**src/rtl/fixed_pkg.sv**
```systemverilog
// Shared fixed-point helpers: sign-representation names, the legality check,
// accumulator width derivation and sample extension.
package fixed_pkg;

  localparam string SIGNREP_SIGNED   = "SIGNED";
  localparam string SIGNREP_UNSIGNED = "UNSIGNED";

  function automatic bit signrep_ok(string s);
    return (s == SIGNREP_SIGNED) || (s == SIGNREP_UNSIGNED);
  endfunction

  function automatic int acc_width(int iwidth, int length);
    return iwidth + $clog2(length);
  endfunction

  // Bits at and above 'width' come from the sign bit (signed) or zero.
  function automatic logic [63:0] ext(logic [63:0] data, int width, bit signed_flag);
    logic [63:0] r;
    r = '0;
    for (int unsigned i = 0; i < 64; i++)
      r[i] = (i < width) ? data[i] : (signed_flag & data[width-1]);
    return r;
  endfunction

endpackage

```
**src/rtl/fixed_window_counter.sv**
```systemverilog
// Modulo-LENGTH sample counter with enable, synchronous reset,
// load-to-1 (window restart) and first/last position flags.
module fixed_window_counter
  import fixed_pkg::*;
#(
  parameter int LENGTH = 4
) (
  input  logic clk,
  input  logic rst,
  input  logic en,
  input  logic load1,
  output logic first,
  output logic last
);

  localparam int CW = $clog2(LENGTH);

  logic [CW-1:0] cnt;

  assign first = (cnt == '0);
  assign last  = (cnt == CW'(LENGTH - 1));

  always_ff @(posedge clk) begin
    if (rst)
      cnt <= '0;
    else if (load1)
      cnt <= CW'(1);
    else if (en)
      cnt <= last ? '0 : cnt + CW'(1);
  end

endmodule

```
**src/rtl/fixed_integrate_dump.sv**
```systemverilog
// Integrate-and-dump accumulator: sums LENGTH valid samples at full precision.
// Optional window resync port i_sync when FIXED_INTEGRATE_DUMP_SYNC_EN is defined.
module fixed_integrate_dump
  import fixed_pkg::*;
#(
  parameter int    IWIDTH  = 7,
  parameter int    LENGTH  = 4,
  parameter string SIGNREP = "UNSIGNED",
  localparam int   OWIDTH  = acc_width(IWIDTH, LENGTH)
) (
  input  logic              clk,
  input  logic              rst,
  input  logic              clkena,
`ifdef FIXED_INTEGRATE_DUMP_SYNC_EN
  input  logic              i_sync,
`endif
  input  logic              i_valid,
  input  logic [IWIDTH-1:0] i_data,
  output logic              o_valid,
  output logic [OWIDTH-1:0] o_data
);

  localparam bit IS_SIGNED = (SIGNREP == SIGNREP_SIGNED);

  generate
    if (!signrep_ok(SIGNREP)) begin : g_bad_signrep
      $error("fixed_integrate_dump: SIGNREP must be \"SIGNED\" or \"UNSIGNED\"");
    end
  endgenerate

  logic              take;
  logic              sync;
  logic              first;
  logic              last;
  logic [OWIDTH-1:0] x;
  logic [OWIDTH-1:0] acc;

  assign take = clkena & i_valid;
`ifdef FIXED_INTEGRATE_DUMP_SYNC_EN
  assign sync = take & i_sync;
`else
  assign sync = 1'b0;
`endif

  assign x = OWIDTH'(ext(64'(i_data), IWIDTH, IS_SIGNED));

  fixed_window_counter #(.LENGTH(LENGTH)) u_cnt (
    .clk   (clk),
    .rst   (rst),
    .en    (take),
    .load1 (sync),
    .first (first),
    .last  (last)
  );

  // A sync sample restarts the window, so it both reloads acc and suppresses the dump.
  always_ff @(posedge clk) begin
    if (rst) begin
      acc     <= '0;
      o_data  <= '0;
      o_valid <= 1'b0;
    end else if (clkena) begin
      o_valid <= 1'b0;
      if (i_valid) begin
        if (first || sync)
          acc <= x;
        else
          acc <= acc + x;
        if (last && !sync) begin
          o_data  <= acc + x;
          o_valid <= 1'b1;
        end
      end
    end
  end

endmodule

```
**config.mk**
```make
export PLATFORM = sky130hd
export DESIGN_NAME = fixed_integrate_dump
export DESIGN_NICKNAME = d
export VERILOG_FILES = /design/src/rtl/fixed_pkg.sv /design/src/rtl/fixed_window_counter.sv /design/src/rtl/fixed_integrate_dump.sv
export SDC_FILE = /design/constraint.sdc
export NUM_CORES = 1
export LEC_CHECK = 0
export ABC_AREA = 0
export ABC_CLOCK_PERIOD_IN_PS = 2100
export CAP_MARGIN = 0
export CORE_MARGIN = 2
export CORE_UTILIZATION = 52
export DETAILED_ROUTE_END_ITERATION = 8
export HOLD_SLACK_MARGIN = 0.15
export PLACE_DENSITY_LB_ADDON = 0.1
export SYNTH_ARGS = -nofsm -noshare
export SYNTH_HDL_FRONTEND = slang
export SYNTH_SLANG_ARGS = --single-unit
export TNS_END_PERCENT = 100
```
**constraint.sdc**
```tcl
create_clock -name clk -period 2.1 [get_ports clk]
set_input_delay 0.42 -clock clk [delete_from_list [all_inputs] [get_ports clk]]
set_output_delay 0.42 -clock clk [all_outputs]
set_load 0.01 [all_outputs]
```
==> results.yml, run 1 <==
timing:
  setup_tns_ps: 0
  fin_crit_sh_pct: 96.7
  drv_slew: 0
  final.min_clock_period_ps: 2030
  fmax_ghz: 0.493
  worst_slew_pin_slew_ps: 348
  rsz0062_at_grt: "no"
  setup_viol: 0
  finalHoldViolations: 0
  relSlewSlack_pct: 76.6
  finClkSkew_ps: 1.86
  whs_ps: 460
pwr:
  p_leak_nw: 0.695
  clockPowerShare_pct: 23.4
  power_uw: 835
  p_per_area_nw_per_um2: 485
  swShare_pct: 28.3
  pwr-share-seq_pct: 50.3
  p_int_uw: 599
  p_switching_uw: 236
  peakVddDrop_v: 0.000350
  combPwrFrac_pct: 26.3
setup_path:
  crit_end: "acc[7]"
  cp.depth: 6
  cp_top_family: "simple AND/OR/NAND/NOR gates"
  worstSetupStartpoint: "i_data[1]"
  critPathMaxStageDelay_ps: 550
  cp.required_ps: 2340
  crit_path_top_delay_cell: "clkdlybuf4s50_1"
  reg2reg_from: "acc[0]"
  crit_arrival_ps: 2270
  reg2regPathDepth: 6
  timing.rr.end: "o_data[8]"
  end_kind: "register"
  critPathLaunchType: "input pin"
  worst-path-max-fanout: 3
  path_buf_inv: 1
  r2r_setup_slack_ps: 200
  crit_chain: "clkdlybuf4s50_1 -> ha_1 -> and3_1 -> o21a_1 -> or4b_1 -> a31oi_1"
  crit_type: "in -> reg"
global_route:
  grt_start_max_net_pins: 15
  grt_overflow: 0
  grt_pass1_vias: 1171
  antenna_found_initial: 0
  grt_use_total_pct: 23.3
  grt_pass1_wl_um: 4940
placed_design:
  hpwlAfterDp_um: 2370
  numPortBuffers: 20
  gp_congestion: 0.874
  placed_cells: 215
final_layout:
  final_common_cell: "buf_4"
  drive_above_1_share_pct: 17.3
  instances_no_fill: 219
  final_cell_mix: "buf_4 (23), dfxtp_1 (21), clkdlybuf4s50_1 (19)"
  n_antenna_cell: 0
  fillers: 168
  final_nets: 213
  area_delta_synth_final_pct: 34.6
routing:
  drtPass1Iterations: 4
  drc: 0
  vias: 1249
  drt-initial-drc-count: 31
  via_per_inst: 5.70
  wl_um: 3040
  wl_per_cell_um: 13.9
  ant_nets: 0
die:
  die_width_um: 53.6
  start_util_pct: 56.2
  die-area_um2: 2870
  rows: 17
  fp.dieH_um: 53.6
  io_pins: 21
  core-area_um2: 2280
cts:
  clk_path_buf_depth: 2
  postCtsSetupBuffers: 0
  cts_tree: "yes"
  cts.clk_slew.worst_paths_ps: 120
  root_buffer: "clkbuf_4"
  clock_sinks: 21
  ctsHtreeMaxLevel: 1
  cts-buffers-inserted: 3
  insertion_delay_ps: 300
yosys:
  netlist-cell-type-count: 38
  ys_top_cells_by_area: "dfxtp_1 (33%), ha_1 (8.8%), nand3b_1 (4.7%), a21oi_1 (4.3%), o21ai_0 (4.3%)"
  synth_top_area_share_pct: 32.9
  synth-seq-cells: 21
  syn_area_um2: 1280
  ys_seq_area_share_pct: 32.9
  synth_fp_nets: 174
  yosysTopAreaCell: "dfxtp_1"
  syn-mean-instance-area_um2: 8.36
  netlist_instances: 153
  ys_warn_count: 0
hold_path:
  hp-class: "reg -> reg"
outcome:
  status: "completed"
flow_run:
  drv_cap: 0
==> synth_stat cells, drive strengths merged <==
library cell / number
a211oi: 6
a21o: 4
a21oi: 11
a311oi: 1
a31o: 1
a31oi: 2
a32oi: 1
and2: 1
and3: 2
and4: 1
and4b: 1
buf: 1
clkbuf: 8
dfxtp: 21
fa: 1
ha: 9
inv: 4
mux2i: 4
nand2: 13
nand2b: 2
nand3: 3
nand3b: 8
nor2: 10
nor2b: 2
nor3: 5
nor3b: 1
nor4: 1
o2111ai: 1
o211a: 2
o211ai: 2
o21a: 1
o21ai: 11
o311ai: 1
or3: 6
or4: 1
or4b: 1
xnor2: 2
xor2: 1
==> registers in the layout, summed over array words and instances, names as in the netlist <==
register	cells
acc	9
o_data	9
u_cnt.cnt	2
o_valid	1
==> layout make-up <==
type / count / area (um^2) / area share [%]
clock buffers: 4 / 26.3 / 1.53
inverters: 4 / 15.0 / 0.872
well taps: 28 / 35.0 / 2.03
repair buffers: 43 / 375 / 21.8
flip-flops and latches: 21 / 420 / 24.4
multi-input cells: 119 / 850 / 49.3
==> cells by family after synthesis <==
family	after synthesis	share of synthesized area [%]
adder cells (fa/ha/maj)	10	10.4
XOR/XNOR	3	2.06
multiplexers	4	3.13
AO/OA/AOI/OAI	44	22.2
AND/OR/NAND/NOR	58	25.0
flip-flops	21	32.9
buffers and inverters	13	4.40
==> metrics by stage <==
step / worst slack (ps) / instance area, um^2 / util [%]
after global placement: -414 / 1650 / 72.3
after floorplan: 169 / 1280 / -
after CTS: 27.5 / 1680 / 73.8
after detailed placement: -510 / 1650 / 72.3
after global routing: 1.49 / 1720 / 75.6
final: 70.2 / 1720 / 75.6
==> per-layer routing <==
| layer | GRT usage, % | vias to the layer above | wire length (um) |
|---|---|---|---|
| li1 | - | 637 | - |
| met1 | 29.8 | 589 | 1420 |
| met2 | 40.9 | 19 | 1490 |
| met3 | 2.50 | 4 | 105 |
| met4 | 7.26 | 0 | 29 |
| met5 | 0 | - | 0 |
==> worst min-delay path, cell delays in order (launching register included) <==
cell     delay [ps]
dfxtp_1         330
nand2_1          50
a21oi_1          50
==> how the worst min path moves through the flow <==
stage	slack [ps]	from	to	cells past startpoint
floorplan	440	acc[2]	acc[2]	2
global placement	440	o_data[3]	o_data[3]	2
detailed placement	450	o_data[1]	o_data[1]	2
CTS	470	o_data[1]	o_data[1]	2
global route	480	o_data[1]	o_data[1]	2
finish	460	o_data[1]	o_data[1]	2
==> power groups by stage <==
stage | Sequential, mW | Clock, mW | Combinational (mW)
floorplan | 0.425 | 0 | 0.123
global placement | 0.426 | 0 | 0.198
detailed placement | 0.427 | 0 | 0.205
CTS | 0.418 | 0.209 | 0.208
global route | 0.422 | 0.219 | 0.243
finish | 0.420 | 0.195 | 0.220
==> repair_timing <==
action / 4_1_cts / 5_1_grt
setup endpoints to repair: 5 / 4
resized for setup: 2 / 8
hold buffers: 0 / 0
pin swaps: 1 / 6
Note: power is estimated with default switching activity, not from simulation.
==> run 2: changes to the inputs <==
Settings changed: ABC_CLOCK_PERIOD_IN_PS 2100 to 1800, CORE_UTILIZATION 52 to 47.
Clock period 2.1 ns to 1.8 ns, I/O delays scaled along.
==> run 2 against run 1 <==
  * Core utilization fell by 2.8 points
  * Power grew 23%
  * Final area is 6.8% higher
  * Non-clock buffer count is 6 higher
  * Sequential share of layout area is 1.1 points lower
  * Global-route usage is 0.67 points lower
  * Cell count increased by 3.7%
  * Clock skew up 18 ps
==> results.yml, run 2 (synthesized netlist as in run 1, its figures left out) <==
timing:
  drv_slew: 0
  setup_viol: 0
  fmax_ghz: 0.563
  worst_slew_pin_slew_ps: 548
  final.min_clock_period_ps: 1780
  rsz0062_at_grt: "yes"
  finalHoldViolations: 0
  fin_crit_sh_pct: 98.7
  relSlewSlack_pct: 63.1
  finClkSkew_ps: 19.8
setup_path:
  end_kind: "register"
  critPathLaunchType: "register"
  path_buf_inv: 0
  crit_path_top_delay_cell: "fa_2"
  crit_chain: "ha_4 -> fa_2 -> a211oi_4 -> o211a_1 -> o21ai_2 -> a311oi_2"
  worst-path-max-fanout: 4
  crit_type: "reg -> reg"
  critPathMaxStageDelay_ps: 380
  crit_arrival_ps: 2030
  cp.required_ps: 2050
  cp_top_family: "compound AO/OA/AOI/OAI gates"
cts:
  cts_tree: "yes"
  cts_hold_buf: 0
  clock_sinks: 21
  cts-buffers-inserted: 3
  insertion_delay_ps: 320
  root_buffer: "clkbuf_4"
  cts.clk_slew.worst_paths_ps: 130
  ctsHtreeMaxLevel: 1
  clk_path_buf_depth: 2
final_layout:
  final_cell_mix: "buf_4 (29), dfxtp_1 (15), clkdlybuf4s50_1 (13)"
  drive_above_1_share_pct: 27.4
  reg.largest.list: "acc: 9 flops, o_data: 9 flops, u_cnt.cnt: 2 flops"
  n_antenna_cell: 0
  area_delta_synth_final_pct: 43.7
  final_common_cell: "buf_4"
  design_area_um2: 1840
  final_nets: 219
global_route:
  grt_overflow: 0
  grt_start_max_net_pins: 13
  grt_use_total_pct: 22.6
  gr-usage-met1_pct: 27.7
  use_met3_pct: 3.26
  grt.busiest_layer: "met2"
  use_met2_pct: 37.1
  antenna_found_initial: 0
  grt_pass1_wl_um: 5670
  grt_pass1_vias: 1297
pwr:
  p_leak_nw: 0.735
  p_per_area_nw_per_um2: 559
  peakVddDrop_v: 0.000528
  power_mw: 1.03
die:
  die_width_um: 56.2
  start_util_pct: 50.7
  io_pins: 21
  fp.dieH_um: 56.2
  die-area_um2: 3150
  core-area_um2: 2520
  rows: 18
hold_path:
  hp-class: "reg -> reg"
placed_design:
  hpwlAfterDp_um: 2570
  numPortBuffers: 20
  gp_congestion: 0.780
  place_area_um2: 1720
routing:
  drtPass1Iterations: 4
  wl_per_cell_um: 15.6
  wl_um: 3550
  via_per_inst: 5.96
  drt-initial-drc-count: 42
  drc: 0
  ant_nets: 0
  vias: 1352
flow_run:
  drv_cap: 0
outcome:
  status: "completed"
==> run 2: changes by cell type in the layout (fill, tap and decap cells not counted), moves of 2 or more <==
cell,previous run,this run
ha_1,5,3
dlygate4sd2_1,0,7
o21ai_2,0,2
dfxtp_1,21,15
clkdlybuf4s50_1,19,13
dfxtp_2,0,6
ha_4,3,6
buf_4,23,29
==> run 2: path summary, 6_finish.rpt <==
check / start / to / slack (ps) / depth (start not counted)
setup reg to reg: acc[0] / o_data[8] / 20 / 6
setup / recovery: acc[0] / o_data[8] / 20 / 6
hold reg to reg: o_data[1] / o_data[1] / 470 / 2
hold / removal: o_data[1] / o_data[1] / 470 / 2
==> run 2: what timing repair did <==
action                     CTS  global route
buffers inserted             1             0
setup endpoints to repair   11             6
pin swaps                    5             9
resized for setup           14            15
==> run 2: per-layer routing <==
layer / share of wire (%) / wire length, um / up-vias
met5: 0 / 0 / -
met1: 42 / 1490 / 647
met4: 3.7 / 132 / 0
met3: 4.5 / 160 / 13
met2: 50 / 1770 / 42
li1: - / - / 650
==> run 2: power by group <==
group | leakage [nW] | total [mW] | switching (mW) | internal, mW
Sequential | 0.173 | 0.494 | 0.0132 | 0.480
Combinational | 0.547 | 0.294 | 0.139 | 0.155
Clock | 0.0150 | 0.241 | 0.154 | 0.0868
==> run 2: worst register-to-register path, stage by stage (launching register included) <==
cell and delay (ps):
dfxtp_2 350, ha_4 160, fa_2 380, a211oi_4 290
o211a_1 260, o21ai_2 90, a311oi_2 200
==> run 2: layout make-up <==
| type | instances | area, um^2 |
|---|---|---|
| multi-input cells | 119 | 922 |
| fillers | 201 | 684 |
| flip-flops and latches | 21 | 428 |
| repair buffers | 49 | 409 |
| well taps | 30 | 37.5 |
| clock buffers | 4 | 26.3 |
| inverters | 4 | 15.0 |
==> run 2: per-stage QoR <==
| step | instances | setup slack, ps | setup TNS [ps] | utilization, % | hold slack [ps] |
|---|---|---|---|---|---|
| after CTS | 227 | 0.409 | 0 | 70.9 | 477 |
| after global placement | 222 | -480 | -5150 | 68.3 | 444 |
| final | 227 | 23.3 | 0 | 72.9 | 471 |
| after detailed placement | 222 | -549 | -5820 | 68.3 | 460 |
| after floorplan | 153 | 10.4 | 0 | - | 453 |
| after global routing | 227 | -67.1 | -118 | 72.9 | 504 |
==> run 3: changes to the inputs <==
Settings changed: SLEW_MARGIN from default to 25.
==> results of run 3 <==
Same layout as run 2: the final DEF is identical, and so are final timing and power.
